==> src/rtl/lpc_frame_arbiter_if.sv <==
// lpc_frame_arbiter_if: source streams, encoder input/output handshakes,
// config and status of the LPC frame arbiter, bundled for port use.
interface lpc_frame_arbiter_if #(
   parameter int N_SRC = 4,
   parameter int IDW   = 2
);
   logic [16*N_SRC-1:0] S_DATA;
   logic [N_SRC-1:0]    S_VALID;
   logic [N_SRC-1:0]    S_FLAST;
   logic [N_SRC-1:0]    S_SLAST;
   logic [N_SRC-1:0]    S_READY;
   logic                CFG_ENABLE;
   logic [N_SRC-1:0]    CFG_MASK;
   logic [15:0]         ENC_IN_SOURCE;
   logic                ENC_IN_VALID;
   logic                ENC_T_LAST;
   logic                ENC_SAMPLE_LAST;
   logic                ENC_TUSER;
   logic                ENC_READY;
   logic                ENC_OUT_VALID;
   logic                ENC_T_READY;
   logic [IDW-1:0]      CW_SRC_ID;
   logic                CW_ID_VALID;
   logic                BUSY;
   logic [7:0]          STAT_TIMEOUTS;

   modport master (
      input  S_DATA, S_VALID, S_FLAST, S_SLAST,
      input  CFG_ENABLE, CFG_MASK,
      input  ENC_READY, ENC_OUT_VALID, ENC_T_READY,
      output S_READY,
      output ENC_IN_SOURCE, ENC_IN_VALID, ENC_T_LAST,
      output ENC_SAMPLE_LAST, ENC_TUSER,
      output CW_SRC_ID, CW_ID_VALID, BUSY, STAT_TIMEOUTS
   );

   modport slave (
      output S_DATA, S_VALID, S_FLAST, S_SLAST,
      output CFG_ENABLE, CFG_MASK,
      output ENC_READY, ENC_OUT_VALID, ENC_T_READY,
      input  S_READY,
      input  ENC_IN_SOURCE, ENC_IN_VALID, ENC_T_LAST,
      input  ENC_SAMPLE_LAST, ENC_TUSER,
      input  CW_SRC_ID, CW_ID_VALID, BUSY, STAT_TIMEOUTS
   );
endinterface

==> src/rtl/lpc_frame_arbiter.sv <==
// lpc_frame_arbiter: round-robin sharing of one lpc_encoder between
// N_SRC sample streams, one codeword frame per grant, with pad/flush/tag.
module lpc_frame_arbiter #(
   parameter int N_SRC       = 4,
   parameter int FRAME_BEATS = 4,
   parameter int TIMEOUT     = 64,
   parameter int IDW         = 2
) (
   input logic ACLK,
   input logic ARESET_N,
   lpc_frame_arbiter_if.master bus
);
   localparam int BW = $clog2(FRAME_BEATS + 1);
   localparam int TW = (TIMEOUT < 2) ? 1 : $clog2(TIMEOUT + 1);
   localparam logic [BW-1:0]  LAST_BEAT = BW'(FRAME_BEATS - 1);
   localparam logic [TW-1:0]  TMO_LIM   = TW'(TIMEOUT);
   localparam logic [IDW-1:0] LAST_SRC  = IDW'(N_SRC - 1);

   typedef enum logic [2:0] {
      IDLE,
      XFER,
      PAD,
      WAIT_OUT,
      FLUSH
   } state_t;

   state_t         r_state;
   state_t         w_next;
   logic [IDW-1:0] r_grant;
   logic [IDW-1:0] r_ptr;
   logic [IDW-1:0] r_cw_id;
   logic [BW-1:0]  r_beat;
   logic [TW-1:0]  r_tmo;
   logic [7:0]     r_stat;

   logic [15:0]      w_src_data [N_SRC];
   logic [N_SRC-1:0] w_elig;
   logic             w_found;
   logic [IDW-1:0]   w_win;
   logic [IDW-1:0]   w_cand;
   logic [IDW-1:0]   w_grant_inc;
   logic [TW-1:0]    w_tmo_inc;
   logic             w_tmo_hit;
   logic             w_tlast;
   logic             w_beat;
   logic             w_out_done;
   logic [N_SRC-1:0] w_ready;
   logic             w_in_valid;
   logic [15:0]      w_in_src;
   logic             w_in_slast;
   logic             w_in_tlast;
   logic             w_tuser;

   for (genvar gi = 0; gi < N_SRC; gi++) begin : g_src
      assign w_src_data[gi] = bus.S_DATA[16*gi +: 16];
   end

   assign w_elig      = bus.S_VALID & bus.CFG_MASK & {N_SRC{bus.CFG_ENABLE}};
   assign w_grant_inc = (r_grant == LAST_SRC) ? '0 : r_grant + 1'b1;
   assign w_tmo_inc   = r_tmo + 1'b1;
   assign w_tmo_hit   = (TIMEOUT != 0) && (w_tmo_inc == TMO_LIM);
   assign w_tlast     = (r_beat == LAST_BEAT);
   assign w_out_done  = bus.ENC_OUT_VALID & bus.ENC_T_READY;

   // Round-robin search: first eligible source at or after the pointer.
   always_comb begin
      w_found = 1'b0;
      w_win   = '0;
      w_cand  = '0;
      for (int i = 0; i < N_SRC; i++) begin
         w_cand = IDW'((int'(r_ptr) + i) % N_SRC);
         if (!w_found && w_elig[w_cand]) begin
            w_found = 1'b1;
            w_win   = w_cand;
         end
      end
   end

   // Next state and encoder/source handshake outputs.
   always_comb begin
      w_next     = r_state;
      w_ready    = '0;
      w_in_valid = 1'b0;
      w_in_src   = '0;
      w_in_slast = 1'b0;
      w_in_tlast = 1'b0;
      w_tuser    = 1'b0;
      w_beat     = 1'b0;
      unique case (r_state)
         IDLE: begin
            if (w_found) w_next = XFER;
         end
         XFER: begin
            w_in_valid       = bus.S_VALID[r_grant];
            w_in_src         = w_src_data[r_grant];
            w_in_slast       = bus.S_SLAST[r_grant];
            w_in_tlast       = w_tlast;
            w_ready[r_grant] = bus.ENC_READY;
            w_beat           = w_in_valid & bus.ENC_READY;
            if (w_beat) begin
               if (w_tlast) w_next = WAIT_OUT;
               else if (bus.S_FLAST[r_grant]) w_next = PAD;
            end else if (w_tmo_hit) begin
               w_next = FLUSH;
            end
         end
         PAD: begin
            w_in_valid = 1'b1;
            w_in_tlast = w_tlast;
            w_beat     = bus.ENC_READY;
            if (w_beat && w_tlast) w_next = WAIT_OUT;
         end
         WAIT_OUT: begin
            if (w_out_done) w_next = IDLE;
         end
         FLUSH: begin
            w_tuser = 1'b1;
            w_next  = IDLE;
         end
         default: w_next = IDLE;
      endcase
   end

   // State register.
   always_ff @(posedge ACLK or negedge ARESET_N) begin
      if (!ARESET_N) r_state <= IDLE;
      else           r_state <= w_next;
   end

   // Grant, pointer, beat/idle counters, codeword tag and flush statistic.
   always_ff @(posedge ACLK or negedge ARESET_N) begin
      if (!ARESET_N) begin
         r_grant <= '0;
         r_ptr   <= '0;
         r_cw_id <= '0;
         r_beat  <= '0;
         r_tmo   <= '0;
         r_stat  <= '0;
      end else begin
         unique case (r_state)
            IDLE: begin
               r_beat <= '0;
               r_tmo  <= '0;
               if (w_found) r_grant <= w_win;
            end
            XFER: begin
               if (w_beat) begin
                  r_beat <= r_beat + 1'b1;
                  r_tmo  <= '0;
                  if (w_tlast) r_cw_id <= r_grant;
               end else begin
                  r_tmo <= w_tmo_inc;
               end
            end
            PAD: begin
               if (w_beat) begin
                  r_beat <= r_beat + 1'b1;
                  if (w_tlast) r_cw_id <= r_grant;
               end
            end
            WAIT_OUT: begin
               if (w_out_done) begin
                  r_ptr  <= w_grant_inc;
                  r_beat <= '0;
               end
            end
            FLUSH: begin
               r_ptr  <= w_grant_inc;
               r_beat <= '0;
               if (r_stat != 8'hFF) r_stat <= r_stat + 1'b1;
            end
            default: ;
         endcase
      end
   end

   assign bus.S_READY         = w_ready;
   assign bus.ENC_IN_VALID    = w_in_valid;
   assign bus.ENC_IN_SOURCE   = w_in_src;
   assign bus.ENC_SAMPLE_LAST = w_in_slast;
   assign bus.ENC_T_LAST      = w_in_tlast;
   assign bus.ENC_TUSER       = w_tuser;
   assign bus.CW_SRC_ID       = r_cw_id;
   assign bus.CW_ID_VALID     = (r_state == WAIT_OUT);
   assign bus.BUSY            = (r_state != IDLE);
   assign bus.STAT_TIMEOUTS   = r_stat;

endmodule

==> src/flat_wrapper.sv <==
// flat-port wrapper written by rule: the top's interface ports become plain ports
module lpc_frame_arbiter_flat 
#(
   parameter int N_SRC       = 4,
   parameter int FRAME_BEATS = 4,
   parameter int TIMEOUT     = 64,
   parameter int IDW         = 2
)
  (ACLK, ARESET_N, bus_S_DATA, bus_S_VALID, bus_S_FLAST, bus_S_SLAST, bus_CFG_ENABLE, bus_CFG_MASK, bus_ENC_READY, bus_ENC_OUT_VALID, bus_ENC_T_READY, bus_S_READY, bus_ENC_IN_SOURCE, bus_ENC_IN_VALID, bus_ENC_T_LAST, bus_ENC_SAMPLE_LAST, bus_ENC_TUSER, bus_CW_SRC_ID, bus_CW_ID_VALID, bus_BUSY, bus_STAT_TIMEOUTS);
  lpc_frame_arbiter_if #(.N_SRC(N_SRC), .IDW(IDW)) bus_i ();
  input logic ACLK;
  input logic ARESET_N;
  input wire logic [$bits(bus_i.S_DATA)-1:0] bus_S_DATA;
  input wire logic [$bits(bus_i.S_VALID)-1:0] bus_S_VALID;
  input wire logic [$bits(bus_i.S_FLAST)-1:0] bus_S_FLAST;
  input wire logic [$bits(bus_i.S_SLAST)-1:0] bus_S_SLAST;
  input wire logic [$bits(bus_i.CFG_ENABLE)-1:0] bus_CFG_ENABLE;
  input wire logic [$bits(bus_i.CFG_MASK)-1:0] bus_CFG_MASK;
  input wire logic [$bits(bus_i.ENC_READY)-1:0] bus_ENC_READY;
  input wire logic [$bits(bus_i.ENC_OUT_VALID)-1:0] bus_ENC_OUT_VALID;
  input wire logic [$bits(bus_i.ENC_T_READY)-1:0] bus_ENC_T_READY;
  output wire logic [$bits(bus_i.S_READY)-1:0] bus_S_READY;
  output wire logic [$bits(bus_i.ENC_IN_SOURCE)-1:0] bus_ENC_IN_SOURCE;
  output wire logic [$bits(bus_i.ENC_IN_VALID)-1:0] bus_ENC_IN_VALID;
  output wire logic [$bits(bus_i.ENC_T_LAST)-1:0] bus_ENC_T_LAST;
  output wire logic [$bits(bus_i.ENC_SAMPLE_LAST)-1:0] bus_ENC_SAMPLE_LAST;
  output wire logic [$bits(bus_i.ENC_TUSER)-1:0] bus_ENC_TUSER;
  output wire logic [$bits(bus_i.CW_SRC_ID)-1:0] bus_CW_SRC_ID;
  output wire logic [$bits(bus_i.CW_ID_VALID)-1:0] bus_CW_ID_VALID;
  output wire logic [$bits(bus_i.BUSY)-1:0] bus_BUSY;
  output wire logic [$bits(bus_i.STAT_TIMEOUTS)-1:0] bus_STAT_TIMEOUTS;
  assign bus_i.S_DATA = bus_S_DATA;
  assign bus_i.S_VALID = bus_S_VALID;
  assign bus_i.S_FLAST = bus_S_FLAST;
  assign bus_i.S_SLAST = bus_S_SLAST;
  assign bus_i.CFG_ENABLE = bus_CFG_ENABLE;
  assign bus_i.CFG_MASK = bus_CFG_MASK;
  assign bus_i.ENC_READY = bus_ENC_READY;
  assign bus_i.ENC_OUT_VALID = bus_ENC_OUT_VALID;
  assign bus_i.ENC_T_READY = bus_ENC_T_READY;
  assign bus_S_READY = bus_i.S_READY;
  assign bus_ENC_IN_SOURCE = bus_i.ENC_IN_SOURCE;
  assign bus_ENC_IN_VALID = bus_i.ENC_IN_VALID;
  assign bus_ENC_T_LAST = bus_i.ENC_T_LAST;
  assign bus_ENC_SAMPLE_LAST = bus_i.ENC_SAMPLE_LAST;
  assign bus_ENC_TUSER = bus_i.ENC_TUSER;
  assign bus_CW_SRC_ID = bus_i.CW_SRC_ID;
  assign bus_CW_ID_VALID = bus_i.CW_ID_VALID;
  assign bus_BUSY = bus_i.BUSY;
  assign bus_STAT_TIMEOUTS = bus_i.STAT_TIMEOUTS;
  lpc_frame_arbiter #(.N_SRC(N_SRC), .FRAME_BEATS(FRAME_BEATS), .TIMEOUT(TIMEOUT), .IDW(IDW)) u_core (.ACLK(ACLK), .ARESET_N(ARESET_N), .bus(bus_i));
endmodule
==> config.mk <==
export PLATFORM = sky130hd
export DESIGN_NAME = lpc_frame_arbiter_flat
export DESIGN_NICKNAME = d
export VERILOG_FILES = /design/src/rtl/lpc_frame_arbiter_if.sv /design/src/rtl/lpc_frame_arbiter.sv /design/src/flat_wrapper.sv
export SDC_FILE = /design/constraint.sdc
export NUM_CORES = 1
export LEC_CHECK = 0
export CORE_MARGIN = 4
export CORE_UTILIZATION = 43
export DETAILED_ROUTE_END_ITERATION = 12
export PLACE_DENSITY = 0.89
export SKIP_CTS_REPAIR_TIMING = 1
export SLEW_MARGIN = 10
export SYNTH_ARGS = -nofsm -noshare
export SYNTH_HDL_FRONTEND = slang
export SYNTH_SLANG_ARGS = --single-unit
==> constraint.sdc <==
create_clock -name ACLK -period 3.1 [get_ports ACLK]
set_input_delay 0.62 -clock ACLK [delete_from_list [all_inputs] [get_ports ACLK]]
set_output_delay 0.62 -clock ACLK [all_outputs]
set_load 0.01 [all_outputs]
==> metrics.md <==
| Metric | Value |
|---|---|
| Run status | `complete, no violations` |
| GR Util All Layers | `22.67%` |
| Gr ovfl total | `0` |
| CP Data Required Time | `approximately 2.5 ns` |
| DR vias/cell | `5.592` |
| Cts bufs inserted | `3` |
| Setup_tns | `0 ns` |
| WHS Path Cells | `1` |
| Global routing met3 resource utilization | `roughly 4.3%` |
| Routability cong. | `approximately 0.85` |
| Min Hold Slack | `roughly 0.5 ns` |
| Most frequent cells in the layout | `clkdlybuf4s50_1 (121), dfrtp_1 (26), mux4_2 (19), nor2b_1 (19), nand2_1 (18)` |
| Detail Placement HPWL | `6119 um` |
| Die X | `just over 80 um` |
| Setup slack, reg-to-reg | `between 0.9 and 1 ns` |
| Endpoints failing hold | `0` |
| Worst-path fanout max | `19` |
| Post-synthesis sequential area ratio | `between 20% and 30%` |
| Drt first pass iters | `4` |
| CTS H-Tree Depth | `1` |
| First-pass GRT wire length | `roughly 11000 um` |
| DRC | `0` |
| Commonest non-fill, non-tap cell in the layout | `clkdlybuf4s50_1` |
| Worst hold path type | `flip-flop to flip-flop` |
| RSZ-0062 raised after global routing | `no` |
| Ports | `approximately 120` |
| Util after Layout | `71.46%` |
| Layout cells sized above 1 | `12.68%` |
| Synthesized flop and latch total | `27` |
| Tcrit/Tclk final | `just over 90%` |
| Mapped Cells | `roughly 220` |
| Slew headroom | `about 54%` |
| Reg-to-Reg End | `u_core.r_state[0]$_DFFE_PN0P_` |
| R2R depth | `5` |
| Worst IR drop on VDD | `roughly 0.36 mV` |
| Row Count | `26` |
| Finish-stage setup viols | `0` |
| CP endpoint kind | `primary output` |
| Fmax | `between 300 and 400 MHz` |
| Worst skew pair latency | `0.27 ns` |
| Drt total wl | `7446 um` |
| Core Box Area | `around 5000 um2` |
| Post-Syn Area | `between 2000 and 2500 um2` |
| Die Y | `80.57 um` |
| Synthesized area per cell | `between 10 and 15 um2` |
| Final Slew Violations | `0` |
| DRT iter0 DRCs | `~150` |
| DP Area | `roughly 3600 um2` |
| Routed WL per cell | `roughly 18 um` |
| Cell leakage power | `about 1.5 nW` |
| Vias in the first global route | `around 2.2k` |
| Post-Syn Nets | `between 300 and 400` |
| CTS Buffer Depth | `2` |
| Cell taking the most area after synthesis | `dfrtp_1` |
| CTS tree | `done` |
| Crit Path Category | `flip-flop to primary output` |
| Reg-to-Reg Start | `u_core.r_grant[0]$_DFFE_PN0P_` |
| Hold path start | `u_core.r_beat[2]$_DFFE_PN0P_` |
| Clock sink total | `27` |
| GRT busiest layer | `met2` |
| Async SR Flop Fraction | `100.0%` |
| Ys flop type | `dfrtp_1` |
| Die Footprint | `approximately 6500 um2` |
| Total Power | `between 2 and 2.5 mW` |
| Top cell type's share of synthesized area | `between 20% and 30%` |
| Ant diodes | `0` |
| Critical Path AT | `2.27 ns` |
| PortBufs | `121` |
| DRT antenna net count | `0` |
| Layout area overhead | `61.16%` |
| Hold EP | `u_core.r_beat[2]$_DFFE_PN0P_` |
| Post-synth EDFFs | `0` |
| Synth unique cells | `57` |
| Met2 track demand over resource | `about 40%` |
| Worst Setup Start Kind | `flip-flop` |
| Starting density of the core | `around 44%` |
| Nets | `434` |
| Clock transition at the registers of the reported paths | `about 0.090 ns` |
| Slew @ Worst Pin | `a little under 0.7 ns` |
| Power Density | `around 600 nW/um2` |
| Largest net degree at the start of global routing | `28` |
| Initial antenna violation count | `0` |
| Clock period minus worst slack | `2.885 ns` |
| Grt met1 use | `between 20% and 30%` |
| Synth top area cells | `dfrtp_1 (30%), mux4_2 (19%), nor2b_1 (5.2%)` |
| Skew final | `0.002540 ns` |
| Routed via count | `approximately 2.3k` |
| Maxcap violations | `0` |
| YS warnings | `0` |
| Clock root buffer | `clkbuf_8` |
| Design area | `~3600 um2` |
## final cells by class
type / instances / area, um2
Fill cell: 378 / 1458
Tap cell: 70 / 87.58
Timing Repair Buffer: 130 / 1304
Sequential cell: 27 / 676.9
Multi-Input combinational cell: 174 / 1518
Clock buffer: 3 / 41.29
Inverter: 4 / 15.01
Clock inverter: 1 / 7.507
## where the power goes
part           total (mW)  switching [mW]  internal, mW
combinational        1.45           0.609         0.838
clock               0.203           0.112        0.0912
sequential          0.540           0.119         0.421
total                2.19           0.840          1.35
## through the flow
stage                     cells  setup slack [ns]
final                       409            0.2145
after global routing        409            0.1118
after global placement      405            0.2951
after floorplan             218             1.023
after CTS                   409           0.06935
after detailed placement    405            0.2928
## critical path: stages (launching register included)
cell and delay, ns:
dfrtp_1 0.49, or3b_1 0.70, nor2b_1 0.24, clkdlybuf4s50_1 0.57
## flip-flops by register name, indices dropped and copies added (netlist names)
register                  flops
u_core.r_ptr                  2
u_core.r_beat                 3
u_core.r_state                3
u_core.bus.CW_SRC_ID          2
u_core.bus.STAT_TIMEOUTS      8
u_core.r_tmo                  7
u_core.r_grant                2
## metal layers
layer | vias to the layer above | share of wire [%]
met2 | 105 | 49
met3 | 16 | 8.3
met1 | 1084 | 40
met4 | 0 | 2.7
met5 | - | 0
li1 | 1082 | -
## cell families after synthesis
family / synth area share (%)
flops: 29.83
fa+ha+maj: 4.420
xor+xnor: 3.094
compound gates: 15.80
buf+inv: 3.149
simple gates: 21.93
mux: 21.77
## worst max path at each step
stage	startpoint	to	slack, ns	cells after the start
6_report	u_core.r_state[1]$_DFFE_PN0P_	bus_ENC_SAMPLE_LAST	0.21	3
3_5_place_dp	bus_S_VALID[0]	bus_ENC_IN_VALID	0.29	4
4_1_cts	u_core.r_grant[0]$_DFFE_PN0P_	bus_ENC_IN_SOURCE[12]	0.07	4
3_3_place_gp	bus_S_VALID[0]	bus_ENC_IN_VALID	0.30	4
5_1_grt	u_core.r_state[1]$_DFFE_PN0P_	bus_ENC_IN_SOURCE[12]	0.11	3
2_1_floorplan	u_core.r_grant[0]$_DFFE_PN0P_	bus_ENC_IN_SOURCE[0]	1.02	4
## cells in the mapped netlist (all sizes together) (5+ instances only)
cell type and number:
and3 5, nand3 7, a31oi 5, nand2 18
nor2 9, mux4 19, o21ai 6, clkbuf 9
nor3 5, a21oi 9, dfrtp 27, nor2b 19
ha 8
Note: power is estimated with default switching activity, not from simulation.
